[src/rtl/muldiv_sched.sv]
`default_nettype none
// ============================================================================
// Module   : muldiv_sched
// Purpose  : Multi-cycle HI/LO multiply/divide engine with pipeline stall
//            request; shift-add multiply and restoring divide, 1 bit per cycle.
// Revision : 1.0  initial release
// ============================================================================
module muldiv_sched #(
    parameter int               WIDTH = 32,
    parameter int               CNT_W = 6,
    parameter logic [WIDTH-1:0] DZ_LO = 32'hFFFF_FFFF
) (
    input  logic             clk,
    input  logic             rst,
    input  logic             start,
    input  logic [3:0]       op,
    input  logic [WIDTH-1:0] src_a,
    input  logic [WIDTH-1:0] src_b,
    input  logic             cancel,
    output logic             stallreq,
    output logic             busy,
    output logic             hilo_we,
    output logic [WIDTH-1:0] hi,
    output logic [WIDTH-1:0] lo
);

    localparam logic [3:0] c_op_mult  = 4'b0101;
    localparam logic [3:0] c_op_multu = 4'b0110;
    localparam logic [3:0] c_op_div   = 4'b0111;
    localparam logic [3:0] c_op_divu  = 4'b1000;

    typedef enum logic [1:0] {
        S_IDLE = 2'd0,
        S_MUL  = 2'd1,
        S_DIV  = 2'd2,
        S_DONE = 2'd3
    } state_t;

    state_t             state_q, state_d;
    logic [CNT_W-1:0]   cnt_q, cnt_d;
    logic [WIDTH-1:0]   acc_hi_q, acc_hi_d;
    logic [WIDTH-1:0]   acc_lo_q, acc_lo_d;
    logic [WIDTH-1:0]   opnd_q, opnd_d;
    logic               neg_quo_q, neg_quo_d;
    logic               neg_rem_q, neg_rem_d;
    logic [WIDTH-1:0]   hi_q, hi_d;
    logic [WIDTH-1:0]   lo_q, lo_d;

    logic               w_is_mul, w_is_div, w_is_signed, w_accept;
    logic [WIDTH-1:0]   w_a_mag, w_b_mag;
    logic [WIDTH:0]     w_mul_sum;
    logic [2*WIDTH-1:0] w_mul_prod, w_mul_fix;
    logic [WIDTH:0]     w_div_sh;
    logic               w_div_ge;
    logic [WIDTH-1:0]   w_div_rem, w_div_quo, w_rem_fix, w_quo_fix;
    logic               w_last;

    assign w_is_mul    = (op == c_op_mult) || (op == c_op_multu);
    assign w_is_div    = (op == c_op_div)  || (op == c_op_divu);
    assign w_is_signed = (op == c_op_mult) || (op == c_op_div);
    assign w_accept    = (state_q == S_IDLE) && start && (w_is_mul || w_is_div) && !cancel;

    assign w_a_mag = (w_is_signed && src_a[WIDTH-1]) ? -src_a : src_a;
    assign w_b_mag = (w_is_signed && src_b[WIDTH-1]) ? -src_b : src_b;

    // Multiply: acc_lo holds the multiplier and shifts out as product bits enter.
    assign w_mul_sum  = {1'b0, acc_hi_q} + (acc_lo_q[0] ? {1'b0, opnd_q} : '0);
    assign w_mul_prod = {w_mul_sum, acc_lo_q[WIDTH-1:1]};
    assign w_mul_fix  = neg_quo_q ? -w_mul_prod : w_mul_prod;

    // Divide: remainder in acc_hi, dividend/quotient shifting through acc_lo.
    assign w_div_sh  = {acc_hi_q, acc_lo_q[WIDTH-1]};
    assign w_div_ge  = (w_div_sh >= {1'b0, opnd_q});
    assign w_div_rem = w_div_ge ? (w_div_sh[WIDTH-1:0] - opnd_q) : w_div_sh[WIDTH-1:0];
    assign w_div_quo = {acc_lo_q[WIDTH-2:0], w_div_ge};
    assign w_rem_fix = neg_rem_q ? -w_div_rem : w_div_rem;
    assign w_quo_fix = neg_quo_q ? -w_div_quo : w_div_quo;

    assign w_last = (cnt_q == CNT_W'(1));

    always_comb begin
        state_d   = state_q;
        cnt_d     = cnt_q;
        acc_hi_d  = acc_hi_q;
        acc_lo_d  = acc_lo_q;
        opnd_d    = opnd_q;
        neg_quo_d = neg_quo_q;
        neg_rem_d = neg_rem_q;
        hi_d      = hi_q;
        lo_d      = lo_q;

        case (state_q)
            S_IDLE: begin
                if (w_accept) begin
                    neg_quo_d = w_is_signed && (src_a[WIDTH-1] ^ src_b[WIDTH-1]);
                    neg_rem_d = w_is_signed && w_is_div && src_a[WIDTH-1];
                    cnt_d     = CNT_W'(WIDTH);
                    acc_hi_d  = '0;
                    if (w_is_mul) begin
                        state_d  = S_MUL;
                        opnd_d   = w_a_mag;
                        acc_lo_d = w_b_mag;
                    end else if (src_b == '0) begin
                        state_d = S_DONE;
                        hi_d    = src_a;
                        lo_d    = DZ_LO;
                    end else begin
                        state_d  = S_DIV;
                        opnd_d   = w_b_mag;
                        acc_lo_d = w_a_mag;
                    end
                end
            end
            S_MUL: begin
                {acc_hi_d, acc_lo_d} = w_mul_prod;
                cnt_d = cnt_q - CNT_W'(1);
                if (w_last) begin
                    state_d      = S_DONE;
                    {hi_d, lo_d} = w_mul_fix;
                end
            end
            S_DIV: begin
                acc_hi_d = w_div_rem;
                acc_lo_d = w_div_quo;
                cnt_d    = cnt_q - CNT_W'(1);
                if (w_last) begin
                    state_d = S_DONE;
                    hi_d    = w_rem_fix;
                    lo_d    = w_quo_fix;
                end
            end
            default: begin
                state_d = S_IDLE;
            end
        endcase

        // Abort wins over everything and leaves the architectural result alone.
        if (cancel) begin
            state_d = S_IDLE;
            hi_d    = hi_q;
            lo_d    = lo_q;
        end
    end

    always_ff @(posedge clk) begin
        if (rst) begin
            state_q   <= S_IDLE;
            cnt_q     <= '0;
            acc_hi_q  <= '0;
            acc_lo_q  <= '0;
            opnd_q    <= '0;
            neg_quo_q <= 1'b0;
            neg_rem_q <= 1'b0;
            hi_q      <= '0;
            lo_q      <= '0;
        end else begin
            state_q   <= state_d;
            cnt_q     <= cnt_d;
            acc_hi_q  <= acc_hi_d;
            acc_lo_q  <= acc_lo_d;
            opnd_q    <= opnd_d;
            neg_quo_q <= neg_quo_d;
            neg_rem_q <= neg_rem_d;
            hi_q      <= hi_d;
            lo_q      <= lo_d;
        end
    end

    assign busy     = (state_q != S_IDLE);
    assign stallreq = w_accept || (state_q == S_MUL) || (state_q == S_DIV);
    assign hilo_we  = (state_q == S_DONE) && !cancel;
    assign hi       = hi_q;
    assign lo       = lo_q;

endmodule
`default_nettype wire

[config.mk]
export PLATFORM = sky130hd
export DESIGN_NAME = muldiv_sched
export DESIGN_NICKNAME = d
export VERILOG_FILES = /design/src/rtl/muldiv_sched.sv
export SDC_FILE = /design/constraint.sdc
export NUM_CORES = 1
export LEC_CHECK = 0
export CORE_MARGIN = 2
export CORE_UTILIZATION = 45
export DETAILED_ROUTE_END_ITERATION = 12
export PLACE_DENSITY = 0.66
export SLEW_MARGIN = 20
export SYNTH_ARGS = -nofsm -noshare
export SYNTH_HDL_FRONTEND = slang
export SYNTH_SLANG_ARGS = --single-unit
export TNS_END_PERCENT = 30
[constraint.sdc]
create_clock -name clk -period 7.1 [get_ports clk]
set_input_delay 1.065 -clock clk [delete_from_list [all_inputs] [get_ports clk]]
set_output_delay 1.065 -clock clk [all_outputs]
set_load 0.02 [all_outputs]
== Word-level counts from Yosys, hierarchy flattened ==
Index checks and enable logic that the tools add are counted.

* Register bits after elaboration: 170
* Bits of input ports: 72
* Output and inout bits: 67
* Word-level logic and storage cells: 100

* Add/sub/neg operators: 8
* Magnitude comparators: 1
* Eq/ne operators: 16
* Mux-type cells: 34
* Bitwise operators: 2
* Reductions and logical operators: 30

{| class="wikitable"
|+ Operators with widths
! kind !! number
|-
| $mux W32 || 22
|-
| $pmux W32 S3 || 4
|-
| $neg A32 Y32 || 4
|-
| $mux W64 || 1
|-
| $neg A64 Y64 || 1
|-
| $add A32 B32 Y33 || 1
|-
| $ge A33 B32 Y1 || 1
|-
| $logic_not A32 Y1 || 1
|-
| $sub A32 B32 Y32 || 1
|-
| $eq A4 B3 Y1 const B || 3
|-
| $pmux W6 S2 || 1
|-
| $ne A2 B2 Y1 const B || 5
|-
| $logic_and A1 B1 Y1 || 9
|-
| $reduce_and A2 Y1 || 4
|-
| $reduce_and A7 Y1 || 1
|-
| $eq A6 B1 Y1 const B || 1
|-
| $logic_or A1 B1 Y1 || 6
|-
| $mux W2 || 3
|-
| $mux W6 || 1
|-
| $reduce_and A3 Y1 || 2
|-
| $sub A6 B1 Y6 const B || 1
|-
| $eq A2 B2 Y1 const B || 2
|-
| $eq A4 B4 Y1 const B || 1
|-
| $ne A2 B1 Y1 const B || 2
|-
| 11 further kinds || 13
|}

== Longest topological paths before layout ==
Gate-level depths: netlist (run 1).

* Word-level depth: 8
* Depth in mapped cells: 25
* Gate-level depth less buffers: 20

== Least setup slack after synthesis (run 1) ==
OpenSTA, ideal clock, no wires.

* Path kind: register to register
* Start: register acc_lo_q[31]
* End: register hi_q[22], in the netlist hi[22]
* Library setup time: 134 ps
* Arrival: 5,455 ps
* Required time: 6,966 ps
* Slack: 1,512 ps
* Cell stages (with the launch flop): 26
* Path buffers: 5
* Clock period less this slack: 5,588 ps
* Cell sequence: dfxtp_1 -> clkbuf_1 -> inv_1 -> ha_1 -> nor2b_1 -> o2111ai_1 -> a211o_1 -> a31oi_1 -> or2_1 -> clkbuf_1 -> clkbuf_1 -> clkbuf_1 -> buf_2 -> nand2_1 -> o21ai_0 -> ha_1 -> inv_1 -> or2_2 -> a2111oi_2 -> nand4_1 -> nor4_1 -> a21oi_1 -> o41ai_1 -> xnor2_1 -> a221oi_1 -> nor4_1

* Word-level cells in the longest chain between the ends: 6
* Elaborated cells between the ends (all ways): 10
* Classes of those cells: add/sub: 3; order compare: 1; mux: 6

{| class="wikitable"
|+ RTL lines
! item !! line !! RTL
|-
| from (decl) || 42 || <nowiki>logic [WIDTH-1:0] acc_lo_q, acc_lo_d;</nowiki>
|-
| from (signal assigned) || 160 || <nowiki>acc_lo_q <= acc_lo_d;</nowiki>
|-
| $sub A32 B32 Y32 / $ge A33 B32 Y1 (equally long branches) || 74, 73 ||
|-
| $mux W32 || 74 || <nowiki>assign w_div_rem = w_div_ge ? (w_div_sh[WIDTH-1:0] - opnd_q) : w_div_sh[WIDTH-1:0];</nowiki>
|-
| $neg A32 Y32 || 76 || <nowiki>assign w_rem_fix = neg_rem_q ? -w_div_rem : w_div_rem;</nowiki>
|-
| $mux W32 || 76 ||
|-
| $mux W32 || 126 || <nowiki>if (w_last) begin</nowiki>
|-
| $pmux W32 S3 (*) || 92 || <nowiki>case (state_q)</nowiki>
|-
| to (signal assigned) || 164 || <nowiki>hi_q <= hi_d;</nowiki>
|-
| to (decl) || 46 || <nowiki>logic [WIDTH-1:0] hi_q, hi_d;</nowiki>
|}

Every way passes the cells marked *; elsewhere a longest branch is shown, timed or not. The select of a mux whose other input is x is not followed.
A chain may end at the register's enable or synchronous reset.

== Worst setup path in the final report (run 1) ==
Ends and elaborated chain as after synthesis.

==> results of run 1 <==
-- cell usage after synthesis (all sizes together) (23+ instances only) --
cell type  instances  area (um2)
a22oi             42       315.3
o211ai            24       180.2
o31ai             35       262.8
a221o             23       230.2
nor4              36       231.5
and2              23       143.9
nor2             275        1032
nand2            304        1141
nor3              84       431.7
mux2i             42       420.4
a31oi             37       231.5
clkbuf           178       668.1
xor2              60       525.5
or3               29       186.4
o21ai            139       703.2
a21oi            200        1020
buf               24       97.59
nand3             61       305.3
a221oi            39       341.6
xnor2            148        1296
inv               76       285.3
ha                76       950.9
a211oi            59       442.9
a21o              38       285.3
and3              29       181.4
dfxtp            170        3403
-- where the power goes --
group          internal [mW]  switching (mW)  total (mW)  leakage (nW)
combinational          0.365           0.711        1.08          5.78
sequential             0.973          0.0427        1.02          1.37
clock                  0.579           0.474        1.05         0.313
-- state kept, by name (all words and copies together) (netlist names) --
name	count
acc_hi_q	32
acc_lo_q	32
cnt_q	6
neg_quo_q	1
neg_rem_q	1
lo	32
state_q	2
opnd_q	32
hi	32
-- layout make-up --
cell class                      count  area [um2]  area share (%)
Clock buffer                       18       439.2           2.225
Clock inverter                     14       198.9           1.008
Inverter                           77       289.0           1.464
Multi-Input combinational cell   2077       13190           66.83
Sequential cell                   170        3405           17.25
Tap cell                          518       648.1           3.284
Timing Repair Buffer              163        1567           7.937
-- layout by cell type, fill, tap and decap left out, types with 17 or more instances in the layout --
cell             instances
a211oi_1                59
a21o_1                  38
a21oi_1                196
a221o_1                 23
a221oi_1                39
a22oi_1                 42
a31oi_1                 37
and2_1                  20
and3_1                  29
buf_4                   26
clkbuf_16               17
clkdlybuf4s50_1        137
dfxtp_1                169
ha_1                    73
inv_1                   75
mux2i_1                 42
nand2_1                302
nand2b_1                21
nand3_1                 60
nand4_1                 17
nor2_1                 274
nor3_1                  83
nor4_1                  35
o211ai_1                24
o21ai_0                132
o31ai_1                 35
or3_1                   28
xnor2_1                148
xor2_1                  60
-- routing by layer --
layer  global-route usage, %  part of all wire (%)
met1                   45.54                    43
met2                   51.92                    44
met3                   4.859                   8.8
met4                   14.94                   4.4
met5                       0                     0
-- through the flow --
stage,cells,worst slack [ns],util (%),cell area [um2]
final,3037,0.7632,51.19,19740
after global routing,3037,0.4528,51.19,19740
after CTS,3037,1.013,51.18,19740
after detailed placement,3005,1.053,49.53,19100
after global placement,3005,1.213,49.53,19100
after floorplan,2526,1.512,-,17570
-- tightest hold or removal path, cell delays in order, from the launching register on --
cell	delay (ns)
dfxtp_1	0.31
nand2_1	0.05
a21oi_1	0.05
-- cell families (layout without fill, tap and decap cells) --
family / after synthesis / count (layout)
compound gates: 778 / 778
xor+xnor: 208 / 208
fa+ha+maj: 78 / 78
buf+inv: 279 / 272
flops: 170 / 170
mux: 46 / 46
simple gates: 967 / 967
-- worst max path at each step --
stage	slack [ns]	endpoint	start	cells after the start
2_1_floorplan	1.51	hi[22]$_SDFFE_PP0P_	acc_lo_q[31]$_SDFFE_PP0P_	25
3_3_place_gp	1.21	hi[22]$_SDFFE_PP0P_	acc_lo_q[31]$_SDFFE_PP0P_	19
3_5_place_dp	1.05	hi[22]$_SDFFE_PP0P_	acc_lo_q[31]$_SDFFE_PP0P_	19
4_1_cts	1.01	hi[22]$_SDFFE_PP0P_	acc_lo_q[31]$_SDFFE_PP0P_	19
5_1_grt	0.45	hi[22]$_SDFFE_PP0P_	acc_lo_q[31]$_SDFFE_PP0P_	19
6_report	0.76	hi[22]$_SDFFE_PP0P_	acc_lo_q[31]$_SDFFE_PP0P_	19
==> run summary, run 1 <==
Unique masters post-synth: 89
Cts bufs inserted: 17
Routed via count: 19,680
Critical path class: reg2reg
Clk buf depth: 2
Number of DRC markers in iteration 0: 2,389
Antenna violations before repair: 0
Simple-gate share of the synthesized area: 26.06%
Max Freq: 157.8 MHz
Post-synth EDFFs: 0
Leakage power: 7.466 nW
Synth-to-layout area growth: 12.31%
Routed wire per std cell: 22.95 um
CTS H-tree lvls: 4
First-pass GRT wire length: 106,700 um
Maxcap violations: 0
Hold Buf Count CTS: 0
Worst Hold End: opnd_q[6]$_SDFFE_PP0P_
Via density per instance: 6.479
Final hold violations: 0
ANT cells: 0
GP Congestion: 0.9885
Syn. warnings: 0
Register area share after synthesis: 19.36%
Post-Synthesis Net Count: 2,676
Fill count: 3,905
Hold path start: opnd_q[6]$_SDFFE_PP0P_
CP delay by family, top: compound AO/OA/AOI/OAI gates
Initial Util: 45.58%
CP Max Fanout: 8
Setup_tns: 0 ns
DR DRC count: 0
CTS tree: built
Endpoints failing setup: 0
Largest family of logic cells by synthesized area: compound AO/OA/AOI/OAI gates
Mux cell area share after synthesis: 2.648%
DRT Pass-1 Iters: 8
HP Class: reg2reg
Cell Area, Synth: 17,570 um2
Mean Syn Cell Area: 6.957 um2
Final WL: 69,700 um
Vias in the first global route: 18,200
Fin Clk Skew: 0.01364 ns
Proportion of layout cells with a drive suffix above 1: 4.367%
Yosys reg bits: 170
Die Ht: 201.6 um
Ys async rst share: 0%
Crit path cell chain: inv_1 > ha_1 > nor2b_1 > o2111ai_1 > a211o_1 > a31oi_1 > or2_2 > mux2i_1 > ha_1 > inv_1 > or2_2 > a2111oi_2 > nand4_1 > nor4_1 > a21oi_1 > o41ai_1 > xnor2_1 > a221oi_1 > nor4_1
Unrepaired setup endpoints after global routing: false
Antenna viol nets, final: 0
Post-Synth XOR/XNOR Area: 10.37%
P per Cell Area: 159.3 nW/um2
Buf+Inv Stages, Crit Path: 2
Max-slew headroom: 29.91%
Design Power: 3.144 mW
Total core area: 38,560 um2
I/O Buffers: 138
Critical path capture point type: register
Post CTS Setup Buffer Count: 0
Clk_lat worst skew: 0.47 ns
CTS root buf: clkbuf_16
Hold path cells: 2
# IOs: 139
Final Max Tran Viols: 0
Area share of fa/ha/maj cells after synthesis: 5.639%
R2R cell count: 19
GRT Overall Usage: 33.32%
Synth Flop Type: dfxtp_1
R2R Setup Slk: 0.76 ns
Cells after Synth: 2,526
Type of origin of the critical path: register
Crit path time final: 6.337 ns
Synth Area in Compound Gates: 29.92%
RR Endpoint: hi[22]$_SDFFE_PP0P_
Outcome: finished clean
Die Width: 201.6 um
Pin count of the biggest net entering global routing: 87
WP data required: 7.41 ns
Peak VDD IR: 0.0002139 V
# nets final: 2,656
Grt ovf: 0
WP data arrival: 6.65 ns
Cts repair resizes: 0
CP max stage delay: 0.76 ns
Detailed Place HPWL: 51,980 um
Placement row count: 72
Measured slew at the worst slew-check pin: 1.051 ns
Slowest cell on crit path: nor4_1
Die area: 40,650 um2
Launch point of the worst reg-to-reg path: acc_lo_q[31]$_SDFFE_PP0P_
CTS sink cnt: 170
Final Cycle Share: 89.25%
Clk slew on worst S/H paths: 0.08 ns
Worst Hold Slack: 0.4512 ns
Power figures use the tool's default switching activity.
==> run 2: changes to the inputs <==
--- a/constraint.sdc
+++ b/constraint.sdc
@@ -3,2 +3,2 @@
 set_output_delay 1.065 -clock clk [all_outputs]
-set_load 0.02 [all_outputs]
+set_load 0.005 [all_outputs]
==> results of run 2 <==
Same layout as run 1 (identical final DEF). Status: finished clean.
Main changes from that run: total power 3.144 mW -> 3.143 mW
